==> config.mk <==
export PLATFORM = sky130hd
export DESIGN_NAME = vector_list_player
export DESIGN_NICKNAME = d
export VERILOG_FILES = /design/src/rtl/vector_pkg.sv /design/src/rtl/vector_word_decode.sv /design/src/rtl/vector_list_player.sv
export SDC_FILE = /design/constraint.sdc
export NUM_CORES = 1
export LEC_CHECK = 0
export CELL_PAD_IN_SITES_DETAIL_PLACEMENT = 0
export CELL_PAD_IN_SITES_GLOBAL_PLACEMENT = 1
export CORE_UTILIZATION = 30
export DETAILED_ROUTE_END_ITERATION = 6
export PLACE_DENSITY_LB_ADDON = 0.1
export SLEW_MARGIN = 20
export SYNTH_ARGS = -nofsm -noshare
export SYNTH_HDL_FRONTEND = slang
export SYNTH_SLANG_ARGS = --single-unit
==> constraint.sdc <==
create_clock -name clk -period 2.83 [get_ports clk]
set_input_delay 0.849 -clock clk [delete_from_list [all_inputs] [get_ports clk]]
set_output_delay 0.849 -clock clk [all_outputs]
set_load 0.05 [all_outputs]
==> src/rtl/vector_pkg.sv <==
// ============================================================================
// vector_pkg : shared types and codes for the vector display-list word format
// Rev 1.0    : initial release
// ============================================================================
`default_nettype none

package vector_pkg;

  localparam int VEC_COORD_W = 8;

  typedef struct packed {
    logic [VEC_COORD_W-1:0] x;
    logic [VEC_COORD_W-1:0] y;
    logic                   line;
    logic                   pos;
  } vec_word_t;

  typedef enum logic [2:0] {
    IDLE   = 3'd0,
    FETCH  = 3'd1,
    DECODE = 3'd2,
    LAUNCH = 3'd3,
    DRAW   = 3'd4,
    END    = 3'd5
  } player_state_t;

  localparam logic [1:0] CODE_SKIP = 2'b00;
  localparam logic [1:0] CODE_MOVE = 2'b01;
  localparam logic [1:0] CODE_LINE = 2'b10;
  localparam logic [1:0] CODE_END  = 2'b11;

  // Bit positions inside the one-hot kind vector {move, line, end, skip}.
  localparam int KIND_MOVE = 3;
  localparam int KIND_LINE = 2;
  localparam int KIND_END  = 1;
  localparam int KIND_SKIP = 0;

  function automatic logic [3:0] code_to_kind(input logic [1:0] code);
    logic [3:0] kind;
    kind = 4'b0000;
    case (code)
      CODE_MOVE: kind = 4'b1000;
      CODE_LINE: kind = 4'b0100;
      CODE_END:  kind = 4'b0010;
      default:   kind = 4'b0001;
    endcase
    return kind;
  endfunction

endpackage

`default_nettype wire

==> src/rtl/vector_word_decode.sv <==
// ============================================================================
// vector_word_decode : splits a display-list word into x, y and a one-hot kind
// Rev 1.0            : initial release
// ============================================================================
`default_nettype none

module vector_word_decode
  import vector_pkg::*;
#(
  parameter int OUT_WIDTH = 8
) (
  input  logic [2*OUT_WIDTH+1:0] word_i,
  output logic [OUT_WIDTH-1:0]   x_o,
  output logic [OUT_WIDTH-1:0]   y_o,
  output logic [3:0]             kind_o
);

  assign x_o    = word_i[2*OUT_WIDTH+1 -: OUT_WIDTH];
  assign y_o    = word_i[OUT_WIDTH+1 -: OUT_WIDTH];
  assign kind_o = code_to_kind(word_i[1:0]);

endmodule

`default_nettype wire

==> src/rtl/vector_list_player.sv <==
// ============================================================================
// vector_list_player : replays the display-list RAM and issues line segments
//                      to the line drawer; VECTOR_LIST_POINT_EN draws 00 words
//                      as single dots.
// Rev 1.0            : initial release
// ============================================================================
`default_nettype none

module vector_list_player
  import vector_pkg::*;
#(
  parameter int OUT_WIDTH   = 8,
  parameter int ADR_WIDTH   = 16,
  parameter int DATAWIDTH   = 18,
  parameter int MAX_ENTRIES = 1024
) (
  input  logic                 clk,
  input  logic                 rst,
  input  logic                 go,
  output logic                 halt,
  output logic [ADR_WIDTH-1:0] adrREAD,
  input  logic [DATAWIDTH-1:0] dataREAD,
  output logic [OUT_WIDTH-1:0] x0,
  output logic [OUT_WIDTH-1:0] y0,
  output logic [OUT_WIDTH-1:0] x1,
  output logic [OUT_WIDTH-1:0] y1,
  output logic                 start,
  input  logic                 busy,
  output logic [2:0]           state_debug
);

  localparam logic [ADR_WIDTH-1:0] LAST_ADR = ADR_WIDTH'(MAX_ENTRIES - 1);
  localparam logic [ADR_WIDTH-1:0] ADR_ONE  = ADR_WIDTH'(1);
`ifdef VECTOR_LIST_POINT_EN
  localparam bit POINT_EN = 1'b1;
`else
  localparam bit POINT_EN = 1'b0;
`endif

  player_state_t        state_q;
  logic [ADR_WIDTH-1:0] adr_q;
  logic [OUT_WIDTH-1:0] cur_x_q, cur_y_q;
  logic [OUT_WIDTH-1:0] x0_q, y0_q, x1_q, y1_q;
  logic                 start_q, halt_q;

  logic [OUT_WIDTH-1:0] word_x, word_y;
  logic [3:0]           word_kind;
  logic                 draw_word, at_last;
  logic [OUT_WIDTH-1:0] seg_x0, seg_y0;

  vector_word_decode #(
    .OUT_WIDTH (OUT_WIDTH)
  ) u_decode (
    .word_i (dataREAD[2*OUT_WIDTH+1:0]),
    .x_o    (word_x),
    .y_o    (word_y),
    .kind_o (word_kind)
  );

  assign at_last   = (adr_q == LAST_ADR);
  assign draw_word = word_kind[KIND_LINE] | (POINT_EN & word_kind[KIND_SKIP]);
  // A dot starts where it ends; a line starts at the current pen position.
  assign seg_x0    = word_kind[KIND_LINE] ? cur_x_q : word_x;
  assign seg_y0    = word_kind[KIND_LINE] ? cur_y_q : word_y;

  always_ff @(posedge clk) begin
    if (rst) begin
      state_q <= IDLE;
      adr_q   <= '0;
      cur_x_q <= '0;
      cur_y_q <= '0;
      x0_q    <= '0;
      y0_q    <= '0;
      x1_q    <= '0;
      y1_q    <= '0;
      start_q <= 1'b0;
      halt_q  <= 1'b0;
    end else begin
      halt_q <= 1'b0;
      case (state_q)
        IDLE: begin
          adr_q   <= '0;
          cur_x_q <= '0;
          cur_y_q <= '0;
          if (go) state_q <= FETCH;
        end
        FETCH: begin
          if (!go) begin
            adr_q   <= '0;
            state_q <= IDLE;
          end else begin
            state_q <= DECODE;
          end
        end
        DECODE: begin
          if (word_kind[KIND_END]) begin
            halt_q  <= 1'b1;
            state_q <= END;
          end else if (draw_word) begin
            x0_q    <= seg_x0;
            y0_q    <= seg_y0;
            x1_q    <= word_x;
            y1_q    <= word_y;
            cur_x_q <= word_x;
            cur_y_q <= word_y;
            start_q <= 1'b1;
            state_q <= LAUNCH;
          end else begin
            if (word_kind[KIND_MOVE]) begin
              cur_x_q <= word_x;
              cur_y_q <= word_y;
            end
            // The last allowed slot closes the pass even without an end marker.
            if (at_last) begin
              halt_q  <= 1'b1;
              state_q <= END;
            end else begin
              adr_q   <= adr_q + ADR_ONE;
              state_q <= FETCH;
            end
          end
        end
        LAUNCH: begin
          if (busy) begin
            start_q <= 1'b0;
            state_q <= DRAW;
          end
        end
        DRAW: begin
          if (!busy) begin
            if (at_last) begin
              halt_q  <= 1'b1;
              state_q <= END;
            end else begin
              adr_q   <= adr_q + ADR_ONE;
              state_q <= FETCH;
            end
          end
        end
        END: begin
          adr_q   <= '0;
          cur_x_q <= '0;
          cur_y_q <= '0;
          state_q <= go ? FETCH : IDLE;
        end
        default: state_q <= IDLE;
      endcase
    end
  end

  assign halt        = halt_q;
  assign adrREAD     = adr_q;
  assign x0          = x0_q;
  assign y0          = y0_q;
  assign x1          = x1_q;
  assign y1          = y1_q;
  assign start       = start_q;
  assign state_debug = state_q;

endmodule

`default_nettype wire

==> flow_metrics.py <==
metrics = {
    "status": {
        "status": "completed",
    },
    "critical_path": {
        "critPathTopFamily": "buffers and inverters",
        "crit_required_ns": 1.98,
        "path_max_fanout": 13,
        "path_buf_inv": 1,
        "setup.worst_path.start_class": "flip-flop",
        "rr_worst_depth": 8,
        "arrival_ns": 1.79,
        "r2r-end": "adrREAD[9]$_SDFFE_PP0P_",
        "critical_path_class": "reg2out",
        "rr_startpoint": "adrREAD[0]$_SDFFE_PP0P_",
        "crit_chain": "clkdlybuf4s50_1",
        "rrSetupSlack_ns": 0.76,
        "slowest_stage": "clkdlybuf4s50_1",
        "crit_path_max_incr_delay_ns": 0.88,
        "crit_path_end_kind": "primary output",
    },
    "die": {
        "die_area_sq_mm": 0.00986,
        "coreArea_sq_mm": 0.00920,
        "rows": 35,
        "die_x_microns": 99.3,
        "io_pins": 75,
        "initial_utilization_pct": 30.9,
        "die_h_microns": 99.3,
    },
    "timing": {
        "fin_skew_ns": 0.00393,
        "rsz0062_at_grt": "false",
        "whs_ns": 0.453,
        "finalSetupViolCount": 0,
        "tightest_slew_ns": 0.611,
        "fin_setup_tns_ns": 0,
        "drv_slew": 0,
        "slew-limit-headroom_pct": 59.3,
        "finalWorstPathRequiredPeriod_ns": 2.64,
        "max_clock_freq_mhz": 379,
        "timing.final.crit_share_pct": 93.1,
        "finalHoldViolations": 0,
    },
    "synth": {
        "netlist.area_leader.share_pct": 48.7,
        "post-synth-top-count-cell": "nand2_1",
        "synth-async-reset-ratio_pct": 0,
        "ys_ff_latch": 69,
        "synth_cells": 363,
        "synth_nets": 386,
        "synth-edff-count": 0,
        "syn_avg_cell_area_sq_um": 7.82,
        "yosysSeqAreaShare_pct": 48.7,
        "synth.distinct_cells": 41,
        "synth_top_cells_by_area": "dfxtp_1, nand2_1, a21oi_1, nand3_1, xnor2_1",
        "yosysTopAreaCell": "dfxtp_1",
        "ys_top_cells_by_count": "nand2_1, dfxtp_1, a21oi_1",
        "syn_area_sq_mm": 0.00284,
        "yosysWarnings": 0,
        "ys.flop_type": "dfxtp_1",
    },
    "pwr": {
        "powerDensity_mw_per_mm2": 513,
        "peakVddDrop_mv": 0.315,
        "p_leak_nw": 1.27,
        "power_mw": 1.99,
    },
    "global_routing": {
        "first_global_vias": 2438,
        "grtUsageMet3_pct": 5.13,
        "met1_usage_pct": 20.7,
        "overflow": 0,
        "grt_max_degree": 46,
        "gr-max-usage-layer": "met2",
        "grt_util_met2_pct": 25.3,
        "grt_pass1_wl_microns": 12300,
        "antenna_found_initial": 0,
        "grtUsageTotal_pct": 15.9,
    },
    "place": {
        "dpl_cell_area_sq_mm": 0.00367,
        "port_buffers": 74,
        "dp_hpwl_microns": 4820,
        "gp_congestion": 0.753,
    },
    "final_layout": {
        "antenna_cells": 0,
        "drive_gt1_share_pct": 6.68,
        "syn_to_final_growth_pct": 36.3,
        "nNetsFinal": 452,
        "final_cell_area_sq_mm": 0.00387,
    },
    "routing": {
        "wl_per_cell_microns": 13.4,
        "drc": 0,
        "wirelength_microns": 7320,
        "first_iter_violations": 89,
        "via_per_inst": 4.84,
        "final_antenna_net_count": 0,
        "drt-pass1-iter-count": 4,
        "dr_total_vias": 2636,
    },
    "cts": {
        "cts_made_buffers": 9,
        "clock_sinks": 69,
        "cts_root_buffer": "clkbuf_8",
        "hold_buffers": 0,
        "clkTransAtPathRegs_ns": 0.08,
        "cts.path.max_buffers": 2,
        "post_cts_resized": 0,
        "post_cts_buffers": 0,
        "cts_max_level": 3,
        "cts_tree": "done",
        "clock_latency_ns": 0.34,
    },
    "run": {
        "maxCapViolations": 0,
    },
    "hold_path": {
        "hold_end": "cur_y_q[2]$_SDFFE_PP0P_",
        "hold_depth": 2,
        "worstHoldStart": "cur_y_q[2]$_SDFFE_PP0P_",
        "holdCritPathClass": "reg2reg",
    },
}
-- logic make-up (layout without fill, tap and decap cells) --
family                   count (synthesis)  after routing  synth area share [%]
buffers and inverters                   29            100                  4.19
AO/OA/AOI/OAI                           72             72                  13.3
adder cells (fa/ha/maj)                  1              1                 0.441
flip-flops                              69             69                  48.7
AND/OR/NAND/NOR                        178            178                  29.1
XOR/XNOR                                14             14                  4.32
-- final cells by class --
cell class              instances  area, sq um
repair buffers                 81          801
fillers                      1002         5330
clock buffers                  10          138
well taps                     111          139
flip-flops and latches         69         1380
multi-input cells             265         1340
clock inverters                 6         61.3
inverters                       3         11.3
-- state kept, by name, summed over array words and instances (netlist names) --
signal,count
adrREAD,16
cur_x_q,8
cur_y_q,8
x0,8
x1,8
y0,8
y1,8
state_debug,3
halt,1
start,1
-- power by group --
part | internal (mW) | switching [mW]
sequential | 0.986 | 0.0112
combinational | 0.0631 | 0.102
clock | 0.430 | 0.394
-- metrics by stage --
step / utilization (%) / worst slack (ns) / cells
4_1_cts: 42.1 / 0.175 / 545
3_5_place_dp: 39.9 / 0.0726 / 529
5_1_grt: 42.1 / 0.103 / 545
2_1_floorplan: - / 0.557 / 363
6_report: 42.1 / 0.194 / 545
3_3_place_gp: 39.9 / 0.162 / 529
-- worst max path at each step --
stage	from	end	cells after the start
4_1_cts	state_debug[0]$_SDFFE_PP0P_	state_debug[0]	1
3_3_place_gp	dataREAD[0]	adrREAD[15]$_SDFFE_PP0P_	8
2_1_floorplan	adrREAD[0]$_SDFFE_PP0P_	adrREAD[15]$_SDFFE_PP0P_	9
3_5_place_dp	dataREAD[1]	adrREAD[12]$_SDFFE_PP0P_	8
5_1_grt	state_debug[0]$_SDFFE_PP0P_	state_debug[0]	1
6_report	state_debug[0]$_SDFFE_PP0P_	state_debug[0]	1
-- routing by layer --
layer / share of wire (%) / up-vias
li1: - / 1345
met5: 0 / -
met4: 1.0 / 0
met3: 4.7 / 8
met1: 48 / 1221
met2: 46 / 62
-- tightest hold or removal path, delay by kind of cell (launching register included) --
| family | cells | cell delay, ns |
|---|---|---|
| DFF | 1 | 0.31 |
| and+or+nand+nor | 1 | 0.05 |
| AOI/OAI and AO/OA | 1 | 0.05 |
-- cells in the final DEF (no fill, tap or decap), types with 2 or more instances in the layout --
master and count:
clkinv_2 3, nor3_1 8, inv_1 3, a31oi_1 2
nand3_1 23, nor2b_1 4, and2_1 2, nand2_1 93
xnor2_1 13, nor4_1 4, nor4_2 2, a21oi_1 55
o21ai_0 8, buf_4 6, clkdlybuf4s50_1 73, and3_1 2
nand3b_1 2, or3_1 4, dfxtp_1 69, nor2_1 23
clkbuf_8 10
Note: power is estimated with default switching activity, not from simulation.
